==> config.mk <==
export PLATFORM = sky130hd
export DESIGN_NAME = rsp_s2_chirp_sched
export DESIGN_NICKNAME = d
export VERILOG_FILES = /design/src/rtl/rsp_s2_sched_pkg.sv /design/src/rtl/rsp_s2_sched_idx.sv /design/src/rtl/rsp_s2_chirp_sched.sv
export SDC_FILE = /design/constraint.sdc
export NUM_CORES = 1
export LEC_CHECK = 0
export ABC_AREA = 1
export ABC_CLOCK_PERIOD_IN_PS = 4900
export CAP_MARGIN = 20
export CORE_MARGIN = 1.5
export CORE_UTILIZATION = 39
export CTS_BUF_LIST = sky130_fd_sc_hd__clkbuf_4 sky130_fd_sc_hd__clkbuf_8
export CTS_CLUSTER_DIAMETER = 80
export DETAILED_ROUTE_END_ITERATION = 12
export PLACE_DENSITY_LB_ADDON = 0.05
export SLEW_MARGIN = 20
export SYNTH_ARGS = -nofsm -noshare
export SYNTH_HDL_FRONTEND = slang
export SYNTH_HIERARCHICAL = 1
export SYNTH_SLANG_ARGS = --single-unit
export TNS_END_PERCENT = 50
==> constraint.sdc <==
create_clock -name clk -period 4.9 [get_ports clk]
set_clock_uncertainty 0.05 [all_clocks]
set_input_delay 0.49 -clock clk [delete_from_list [all_inputs] [get_ports clk]]
set_output_delay 0.49 -clock clk [all_outputs]
set_load 0.05 [all_outputs]
==> src/rtl/rsp_s2_sched_pkg.sv <==
// Shared constants and state encoding for the S2 chirp/frame sequencer.
package rsp_s2_sched_pkg;

    localparam int CHP_W = 10;
    localparam int FRM_W = 4;
    localparam int ST_W  = 3;

    localparam int unsigned DEF_RD_BASE     = 32'd0;
    localparam int unsigned DEF_WR_BASE     = 32'd16384;
    localparam int unsigned DEF_BUF_STRIDE  = 32'd32768;
    localparam int unsigned DEF_GAP_CYC     = 32'd50;
    localparam int unsigned DEF_TIMEOUT_CYC = 32'd65535;

    typedef enum logic [ST_W-1:0] {
        ST_IDLE  = 3'd0,
        ST_LOAD  = 3'd1,
        ST_START = 3'd2,
        ST_WAIT  = 3'd3,
        ST_GAP   = 3'd4,
        ST_ERR   = 3'd5,
        ST_DONE  = 3'd6
    } sched_state_e;

endpackage

==> src/rtl/rsp_s2_sched_idx.sv <==
// Chirp/frame index counter for the S2 sequencer; reports last-chirp, last-frame and wrap.
module rsp_s2_sched_idx
    import rsp_s2_sched_pkg::*;
(
    input  logic             clk,
    input  logic             rst_n,
    input  logic             clr,
    input  logic             adv,
    input  logic [CHP_W-1:0] chp_cnt,
    input  logic [FRM_W-1:0] frm_cnt,
    output logic [CHP_W-1:0] chp_idx,
    output logic [FRM_W-1:0] frm_idx,
    output logic             chp_last,
    output logic             frm_last,
    output logic             chp_wrap
);

    assign chp_last = (chp_idx == chp_cnt - 1'b1);
    assign frm_last = (frm_idx == frm_cnt - 1'b1);
    assign chp_wrap = adv && chp_last;

    // The frame index also wraps after the final frame so a finished run leaves both at 0.
    always_ff @(posedge clk or negedge rst_n) begin
        if (!rst_n) begin
            chp_idx <= '0;
            frm_idx <= '0;
        end else if (clr) begin
            chp_idx <= '0;
            frm_idx <= '0;
        end else if (adv) begin
            if (chp_last) begin
                chp_idx <= '0;
                frm_idx <= frm_last ? '0 : frm_idx + 1'b1;
            end else begin
                chp_idx <= chp_idx + 1'b1;
            end
        end
    end

endmodule

==> src/rtl/rsp_s2_chirp_sched.sv <==
// S2 core sequencer: one core pass per chirp over frames, with ping-pong buffer bases.
// Optional WAIT watchdog enabled by defining RSP_S2_SCHED_TIMEOUT_EN.
module rsp_s2_chirp_sched
    import rsp_s2_sched_pkg::*;
#(
    parameter int                ADDR_W      = 32,
    parameter logic [ADDR_W-1:0] RD_BASE     = ADDR_W'(DEF_RD_BASE),
    parameter logic [ADDR_W-1:0] WR_BASE     = ADDR_W'(DEF_WR_BASE),
    parameter logic [ADDR_W-1:0] BUF_STRIDE  = ADDR_W'(DEF_BUF_STRIDE),
    parameter int unsigned       GAP_CYC     = DEF_GAP_CYC,
    parameter int unsigned       TIMEOUT_CYC = DEF_TIMEOUT_CYC
) (
    input  logic              clk,
    input  logic              rst_n,
    input  logic              i_start,
    input  logic              i_abort,
    input  logic [CHP_W-1:0]  i_chp_cnt,
    input  logic [FRM_W-1:0]  i_frm_cnt,
    input  logic              i_pingpong_en,
    output logic              o_core_start,
    input  logic              i_core_finish,
    output logic [ADDR_W-1:0] o_rd_base,
    output logic [ADDR_W-1:0] o_wr_base,
    output logic [CHP_W-1:0]  o_chp_idx,
    output logic [FRM_W-1:0]  o_frm_idx,
    output logic              o_busy,
    output logic              o_frm_done,
    output logic              o_done,
    output logic              o_err
);

    localparam logic [ST_W-1:0] S_IDLE  = ST_IDLE;
    localparam logic [ST_W-1:0] S_LOAD  = ST_LOAD;
    localparam logic [ST_W-1:0] S_START = ST_START;
    localparam logic [ST_W-1:0] S_WAIT  = ST_WAIT;
    localparam logic [ST_W-1:0] S_GAP   = ST_GAP;
    localparam logic [ST_W-1:0] S_ERR   = ST_ERR;
    localparam logic [ST_W-1:0] S_DONE  = ST_DONE;

    logic [ST_W-1:0]   state;
    logic [ST_W-1:0]   state_nxt;
    logic [CHP_W-1:0]  chp_cnt_q;
    logic [FRM_W-1:0]  frm_cnt_q;
    logic              pp_q;
    logic              sel;
    logic              sel_nxt;
    logic              abort_q;
    logic [15:0]       gap_cnt;
    logic              gap_end;
    logic              err_q;
    logic              frm_done_q;
    logic [ADDR_W-1:0] rd_base_q;
    logic [ADDR_W-1:0] wr_base_q;
    logic              finish_evt;
    logic              chp_last;
    logic              frm_last;
    logic              chp_wrap;
    logic              wd_hit;

    assign finish_evt = (state == S_WAIT) && i_core_finish;
    assign sel_nxt    = sel ^ pp_q;
    assign gap_end    = (gap_cnt == 16'(GAP_CYC - 1));

    rsp_s2_sched_idx u_idx (
        .clk      (clk),
        .rst_n    (rst_n),
        .clr      (state == S_LOAD),
        .adv      (finish_evt),
        .chp_cnt  (chp_cnt_q),
        .frm_cnt  (frm_cnt_q),
        .chp_idx  (o_chp_idx),
        .frm_idx  (o_frm_idx),
        .chp_last (chp_last),
        .frm_last (frm_last),
        .chp_wrap (chp_wrap)
    );

`ifdef RSP_S2_SCHED_TIMEOUT_EN
    logic [15:0] wd_cnt;

    assign wd_hit = (state == S_WAIT) && (wd_cnt == 16'(TIMEOUT_CYC - 1));

    always_ff @(posedge clk or negedge rst_n) begin
        if (!rst_n) begin
            wd_cnt <= '0;
        end else if (state == S_START) begin
            wd_cnt <= '0;
        end else if ((state == S_WAIT) && !wd_hit) begin
            wd_cnt <= wd_cnt + 16'd1;
        end
    end
`else
    logic unused_timeout;

    assign wd_hit         = 1'b0;
    assign unused_timeout = ^TIMEOUT_CYC;
`endif

    // A finish in WAIT always takes priority over a watchdog expiry in the same cycle.
    always_comb begin
        state_nxt = state;
        case (state)
            S_IDLE:  if (i_start) state_nxt = S_LOAD;
            S_LOAD:  state_nxt = ((i_chp_cnt == '0) || (i_frm_cnt == '0)) ? S_ERR : S_START;
            S_START: state_nxt = S_WAIT;
            S_WAIT: begin
                if (i_core_finish) begin
                    if ((chp_last && frm_last) || abort_q || i_abort) state_nxt = S_DONE;
                    else                                              state_nxt = S_GAP;
                end else if (wd_hit) begin
                    state_nxt = S_ERR;
                end
            end
            S_GAP:   if (gap_end) state_nxt = S_START;
            S_ERR:   state_nxt = S_DONE;
            S_DONE:  state_nxt = S_IDLE;
            default: state_nxt = S_IDLE;
        endcase
    end

    always_ff @(posedge clk or negedge rst_n) begin
        if (!rst_n) begin
            state      <= S_IDLE;
            gap_cnt    <= '0;
            frm_done_q <= 1'b0;
        end else begin
            state      <= state_nxt;
            gap_cnt    <= (state == S_GAP) ? gap_cnt + 16'd1 : '0;
            frm_done_q <= chp_wrap;
        end
    end

    always_ff @(posedge clk or negedge rst_n) begin
        if (!rst_n) begin
            chp_cnt_q <= '0;
            frm_cnt_q <= '0;
            pp_q      <= 1'b0;
            abort_q   <= 1'b0;
            err_q     <= 1'b0;
        end else if (state == S_LOAD) begin
            chp_cnt_q <= i_chp_cnt;
            frm_cnt_q <= i_frm_cnt;
            pp_q      <= i_pingpong_en;
            abort_q   <= 1'b0;
            err_q     <= 1'b0;
        end else begin
            if ((state != S_IDLE) && i_abort) abort_q <= 1'b1;
            if (state == S_ERR)               err_q   <= 1'b1;
        end
    end

    // Bases are also reloaded in LOAD so a new run never inherits buffer 1 from the last one.
    always_ff @(posedge clk or negedge rst_n) begin
        if (!rst_n) begin
            sel       <= 1'b0;
            rd_base_q <= RD_BASE;
            wr_base_q <= WR_BASE;
        end else if (state == S_LOAD) begin
            sel       <= 1'b0;
            rd_base_q <= RD_BASE;
            wr_base_q <= WR_BASE;
        end else if (finish_evt) begin
            sel       <= sel_nxt;
            rd_base_q <= RD_BASE + (sel_nxt ? BUF_STRIDE : '0);
            wr_base_q <= WR_BASE + (sel_nxt ? BUF_STRIDE : '0);
        end
    end

    assign o_core_start = (state == S_START);
    assign o_busy       = (state != S_IDLE);
    assign o_done       = (state == S_DONE);
    assign o_frm_done   = frm_done_q;
    assign o_err        = err_q;
    assign o_rd_base    = rd_base_q;
    assign o_wr_base    = wr_base_q;

endmodule

==> results of run 1 <==
==> routing by layer <==
layer  part of all wire, %  track usage, %
met3                   3.1            2.09
met4                  0.96            4.77
met1                    46            20.0
met2                    50            28.5
met5                     0               0
==> cell families after synthesis <==
logic type	after synthesis
and+or+nand+nor	259
buffers and inverters	131
DFF	52
AOI/OAI and AO/OA	36
xor gates and xnor gates	20
adders and majority gates	6
other	2
==> power by group <==
| group | switching [mW] | leakage (nW) | internal [mW] | total [mW] |
|---|---|---|---|---|
| combinational | 0.639 | 1.32 | 0.285 | 0.923 |
| sequential | 0.110 | 0.692 | 0.521 | 0.631 |
| clock | 0.139 | 0.0445 | 0.103 | 0.243 |
| total | 0.888 | 2.05 | 0.909 | 1.80 |
==> worst paths after layout <==
kind | end | startpoint | slack, ps
setup / recovery | o_busy | state[0] | 2480
hold / removal | chp_cnt_q[3] | rst_n | 240
setup reg to reg | u_idx/chp_idx[7] | state[0] | 2600
hold reg to reg | chp_cnt_q[9] | chp_cnt_q[9] | 450
max in group asynchronous | chp_cnt_q[9] | rst_n | 4090
min in group clk | chp_cnt_q[9] | chp_cnt_q[9] | 450
==> placed cells by master (no fill, tap or decap), types with 2 or more instances in the layout <==
master	count
a21oi_1	12
a31oi_1	2
clkbuf_8	5
clkdlybuf4s50_1	39
clkinv_2	2
conb_1	62
dfrtp_1	52
ha_1	6
inv_1	58
inv_2	4
nand2_1	136
nand2_2	5
nand2_4	2
nand3_1	27
nand3_2	3
nand4_1	5
nor2_1	51
nor2_2	10
nor2_4	8
nor3_1	6
o21ai_0	18
o21ai_1	2
xnor2_1	5
xor2_1	15
==> sequential cells by signal, summed over array words and instances (netlist names) <==
register       cells
state              3
gap_cnt           16
frm_cnt_q          4
o_frm_done         1
u_idx/chp_idx     10
pp_q               1
u_idx/frm_idx      4
o_wr_base          1
chp_cnt_q         10
o_err              1
abort_q            1
==> final cells by class <==
class | instances | area, sq um | share of cell area (%)
Multi-Input combinational cell | 383 | 1870 | 46.3
Sequential cell | 52 | 1300 | 32.3
Timing Repair Buffer | 41 | 403 | 10.0
Inverter | 63 | 238 | 5.90
Tap cell | 111 | 139 | 3.45
Clock buffer | 6 | 76.3 | 1.89
Clock inverter | 1 | 5.00 | 0.124
==> worst register-to-register path, stage by stage, from the launching register on <==
cell      delay, ps
dfrtp_1         490
nand2_2         120
nor2_4          360
inv_1           260
nand2_1         180
nand3b_1        130
nor2_1          110
nand2_1         100
nor3_2          170
xor2_1          190
nor2_2           50
==> metrics.md, run 1 <==
| Metric | Value |
|---|---|
| CP delay by family, top | `buffers and inverters` |
| CP arrival | `1880 ps` |
| First-pass GRT wire length | `12600 um` |
| RSZ-0062 raised after global routing | `false` |
| Drt total wl | `7490 um` |
| Compound-Gate Fraction of Synth Area | `5.08%` |
| Slew @ Worst Pin | `roughly 690 ps` |
| Worst path max stage delay | `around 800 ps` |
| Num CTS Buffers | `5` |
| Leak | `approximately 2 nW` |
| CP Max Fanout | `6` |
| Initial DRC count | `91` |
| Largest net degree at the start of global routing | `53` |
| Total power draw | `1.80 mW` |
| Crit-path slowest cell | `clkdlybuf4s50_1` |
| Wire per inst | `11.4 um` |
| Cell with the most instances after synthesis | `nand2_1` |
| Mapped Area | `3700 sq um` |
| Core area | `9200 sq um` |
| Clock Path Buffers | `2` |
| Post-synth top cells | `nand2_1 (136), buf_4 (65), inv_1 (58), dfrtp_1 (52), nor2_1 (51)` |
| Worst VDD drop | `0.156 mV` |
| Place WS | `2360 ps` |
| Max Slew Vio Count | `0` |
| Final Instance Area | `a little over 4000 sq um` |
| Fmax | `~410 MHz` |
| Max Cap Viol | `0` |
| Fraction of layout cells with a size suffix above 1 | `8.24%` |
| Dominant synthesized flop cell | `dfrtp_1` |
| Top cell type's share of synthesized area | `35.2%` |
| Seq cells post-synth | `52` |
| Starting density of the core | `40.2%` |
| Post-synthesis xor/xnor area fraction | `4.74%` |
| R2r worst-path depth | `10` |
| Port bufs | `40` |
| DR DRC count | `0` |
| Final WS setup | `between 2000 and 2500 ps` |
| All-Layer GR Usage | `16.0%` |
| Initial antenna violation count | `0` |
| Die width | `100 um` |
| Postcts setup bufs | `0` |
| Ant. Diodes | `0` |
| Worst skew pair latency | `300 ps` |
| CTS resizes | `0` |
| Hold WS | `242 ps` |
| Final Hold Viols | `0` |
| Vias per cell | `between 4 and 5` |
| Synth Area in Simple Gates | `32.4%` |
| Syn avg cell area | `7.30 sq um` |
| Largest family of logic cells by synthesized area | `simple AND/OR/NAND/NOR gates` |
| Post-synth cell types | `33` |
| First-pass iteration count of the detailed router | `4` |
| Setup TNS | `0 ps` |
| CTS Sinks | `52` |
| Top area cells in the synthesized netlist | `dfrtp_1 (35%), nand2_1 (14%), buf_4 (13%), inv_1 (5.9%), nor2_1 (5.2%)` |
| Vias in the first global route | `2701` |
| Post-Synth Adder-Cell Area | `2.03%` |
| Slew headroom | `53.9%` |
| Cells after Synth | `506` |
| Detailed Place HPWL | `5720 um` |
| Die ar. | `10100 sq um` |
| Seq/Total Area, Yosys | `between 30% and 40%` |
| H-Tree Depth | `2` |
| CTS tree | `yes` |
| Post-synth EDFFs | `0` |
| Crit Path Class | `reg2out` |
| CP Depth | `5` |
| Post-synth ARST share | `100%` |
| Power per standard cell area | `around 450 nW/um^2` |
| Non-Filler Instances | `657` |
| Die H | `between 100 and 150 um` |
| DP Area | `3950 sq um` |
| Placed cells | `between 600 and 700` |
| Fin crit share | `roughly half` |
| Largest area contributor in the netlist | `dfrtp_1` |
| Mux cell area share after synthesis | `0%` |
| Fillers | `996` |
| Antenna violation net count after detailed routing | `0` |
| CP cell instances | `nor2_1, inv_1, nor2_1, inv_1, clkdlybuf4s50_1` |
| Setup crit end kind | `output port` |
| GR Overflow Total | `0` |
| Worst Path Required | `4360 ps` |
| Net count, final | `between 500 and 600` |
| Ports | `approximately 100` |
| Hold Path Class | `in2async` |
| YS warnings | `6` |
| CP Launch Type | `flip-flop` |
| Fin crit period | `2420 ps` |
| Buffers & Inverters on Critical Path | `3` |
| Row count | `35` |
| Clock transition at path regs | `about 90 ps` |
| Util after Layout | `between 40% and 50%` |
| Outcome | `complete, no violations` |
| Gpl congestion | `0.825` |
| Post-CTS Hold Fix Bufs | `0` |
| Via count | `about 2900` |
| CTS root buffer | `clkbuf_8` |
| Area Growth Syn to Fin | `9.00%` |
| Final setup fails | `0` |
No activity file was read; power rests on OpenSTA's default activity.
==> run 2, diff against run 1 <==
--- a/config.mk
+++ b/config.mk
@@ -6,7 +6,7 @@
 export NUM_CORES = 1
 export LEC_CHECK = 0
 export ABC_AREA = 1
-export ABC_CLOCK_PERIOD_IN_PS = 4900
+export ABC_CLOCK_PERIOD_IN_PS = 2200
 export CAP_MARGIN = 20
 export CORE_MARGIN = 1.5
 export CORE_UTILIZATION = 39
==> constraint.sdc (replaced) <==
create_clock -name clk -period 2.2 [get_ports clk]
set_clock_uncertainty 0.05 [all_clocks]
set_input_delay 0.22 -clock clk [delete_from_list [all_inputs] [get_ports clk]]
set_output_delay 0.22 -clock clk [all_outputs]
set_load 0.05 [all_outputs]
==> run 2 against run 1 <==
Critical path depth fell by 3. Non-clock buffer count rose by 5. Wire length rose by 3.5%. Critical endpoint is now o_done.
==> metrics.md, run 2 (synthesized netlist as in run 1, its figures left out) <==
| Metric | Value |
|---|---|
| Row count | `35 (unchanged)` |
| Clock transition at path regs | `110 ps (+20 ps)` |
| Initial DRC count | `47 (-48%)` |
| Wire per inst | `11.7 um (+2.6%)` |
| GR Overflow Total | `0 (unchanged)` |
| Area Growth Syn to Fin | `12.3%` |
| CP delay by family, top | `buffers and inverters` |
| Detailed Place HPWL | `6210 um (+8.6%)` |
| CTS root buffer | `clkbuf_8` |
| First-pass iteration count of the detailed router | `4 (unchanged)` |
| CP Max Fanout | `6 (unchanged)` |
| Worst VDD drop | `0.348 mV (+120%)` |
| Antenna violation net count after detailed routing | `0 (unchanged)` |
| Ports | `103 (unchanged)` |
| DR DRC count | `0 (unchanged)` |
| Via count | `2912 (+2.0%)` |
| CP cell instances | `nor3_1, clkdlybuf4s50_1` |
| Worst path max stage delay | `840 ps (+40 ps)` |
| Fmax | `roughly 470 MHz` |
| Leak | `2.12 nW (+3.2%)` |
| Drt total wl | `7750 um (+3.5%)` |
| Largest Register | `gap_cnt` |
| Initial antenna violation count | `0 (unchanged)` |
| Fraction of layout cells with a size suffix above 1 | `9.78% (+1.5 points)` |
| CP Launch Type | `flip-flop` |
| Slew @ Worst Pin | `502 ps (-189 ps)` |
| Die ar. | `10100 sq um (unchanged)` |
| Port bufs | `40 (unchanged)` |
| Gpl congestion | `0.808 (-2.0%)` |
| Fillers | `960 (-3.6%)` |
| Most common cell after layout, fill and taps aside | `nand2_1` |
| Fin crit period | `2140 ps` |
| Crit Path Class | `reg2out` |
| Setup crit end kind | `output port` |
| H-Tree Depth | `2 (unchanged)` |
| CTS tree | `yes` |
| Buffers & Inverters on Critical Path | `1 (-2)` |
| Crit-path slowest cell | `clkdlybuf4s50_1` |
| Vias per cell | `4.39 (+1.1%)` |
| CP arrival | `1870 ps (about the same)` |
| Clock Path Buffers | `2 (unchanged)` |
| All-Layer GR Usage | `16.2% (+0.25 points)` |
| CTS Sinks | `52 (unchanged)` |
| Max Slew Vio Count | `0 (unchanged)` |
| Final Hold Viols | `0 (unchanged)` |
| Largest net degree at the start of global routing | `20 (-62%)` |
| Net count, final | `577 (+0.87%)` |
| Outcome | `complete, no violations` |
| Fin crit share | `97.1%` |
| Worst skew pair latency | `310 ps (about the same)` |
| Core area | `9200 sq um (unchanged)` |
| Ant. Diodes | `0 (unchanged)` |
| Vias in the first global route | `2781 (+3.0%)` |
| Starting density of the core | `40.2% (unchanged)` |
| Hold WS | `343 ps (+102 ps)` |
| Max FFs per register | `16 (unchanged)` |
| Top flop regs | `gap_cnt: 16 flops, chp_cnt_q: 10 flops, u_idx/chp_idx: 10 flops` |
| Die H | `100 um (unchanged)` |
| Slew headroom | `66.4% (+13 points)` |
| Num CTS Buffers | `5 (unchanged)` |
| Setup TNS | `0 ps (unchanged)` |
| First-pass GRT wire length | `12800 um (+1.2%)` |
| Highest-count cells in the layout ignoring fill and taps | `nand2_1 (136), conb_1 (62), inv_1 (57)` |
| RSZ-0062 raised after global routing | `false` |
| Worst Path Required | `1930 ps (-2430 ps)` |
| Final setup fails | `0 (unchanged)` |
| Max Cap Viol | `0 (unchanged)` |
| Die width | `100 um (unchanged)` |
| Power per standard cell area | `1050 nW/um^2 (+140%)` |
| Hold Path Class | `in2async` |
[run 2: changes by cell type in the layout (fill, tap and decap cells not counted), sizes merged]
cell / delta
inv: +1
buf: +4
clkinv: -1
dlymetal6s2s: +1
clkdlybuf4s50: -2
clkbuf: -1
bufinv: +2
dlygate4sd3: +1
dlygate4sd2: +1
[run 2: worst reg2reg max path, cell delays in order (launching register included)]
cell	delay, ps
dfrtp_1	500
nand3_1	180
nor2_1	180
inv_1	70
nand2_1	110
nand3b_1	120
nor2_1	110
nand2_1	100
nor3_2	180
xor2_1	190
nor2_2	50
[run 2: final cells by class]
cell class                      count  area, sq um  share of cell area [%]
Tap cell                          111          139                    3.35
Sequential cell                    52         1300                    31.4
Clock inverter                      3         68.8                    1.66
Inverter                           63          238                    5.73
Timing Repair Buffer               46          444                    10.7
Multi-Input combinational cell    383         1890                    45.6
Clock buffer                        5         68.8                    1.66
[run 2: repair_timing]
| item | in CTS | in global routing |
|---|---|---|
| buffers inserted | 0 | 1 |
| hold endpoints to repair | 17 | 0 |
| setup endpoints to repair | 1 | 2 |
| resized for setup | 1 | 7 |
| hold buffers | 1 | 0 |
[run 2: report_power, final]
part | switching, mW | internal [mW] | total (mW)
Clock | 0.339 | 0.458 | 0.797
Combinational | 1.48 | 0.679 | 2.16
Sequential | 0.255 | 1.16 | 1.42
[run 2: metrics by stage]
| stage | utilization [%] | instance area, sq um | total power [mW] | worst slack, ps | instances |
|---|---|---|---|---|---|
| 2_1_floorplan | - | 3920 | 3.16 | 223 | 566 |
| 3_3_place_gp | 43.2 | 3970 | 3.52 | 191 | 653 |
| 3_5_place_dp | 43.2 | 3970 | 3.55 | 139 | 653 |
| 4_1_cts | 44.8 | 4120 | 4.36 | 16.5 | 662 |
| 5_1_grt | 45.1 | 4150 | 4.75 | 0.419 | 663 |
| 6_report | 45.1 | 4150 | 4.37 | 64.4 | 663 |
[run 2: path summary, 6_finish.rpt]
| check | startpoint | endpoint | slack (ps) | cells past startpoint |
|---|---|---|---|---|
| hold reg to reg | chp_cnt_q[9] | chp_cnt_q[9] | 450 | 2 |
| hold / removal | rst_n | u_idx/chp_idx[5] | 340 | 2 |
| min in group clk | i_pingpong_en | pp_q | 400 | 3 |
| setup reg to reg | state[0] | u_idx/chp_idx[7] | 240 | 10 |
| setup / recovery | state[0] | o_done | 60 | 2 |
| max in group asynchronous | rst_n | chp_cnt_q[6] | 1110 | 3 |
[run 2: per-layer routing]
layer / GRT usage, % / routed length (um) / part of all wire (%)
met2: 29.9 / 4120 / 53
met5: 0 / 0 / 0
met3: 2.65 / 201 / 2.6
met1: 19.3 / 3340 / 43
met4: 4.77 / 83 / 1.1
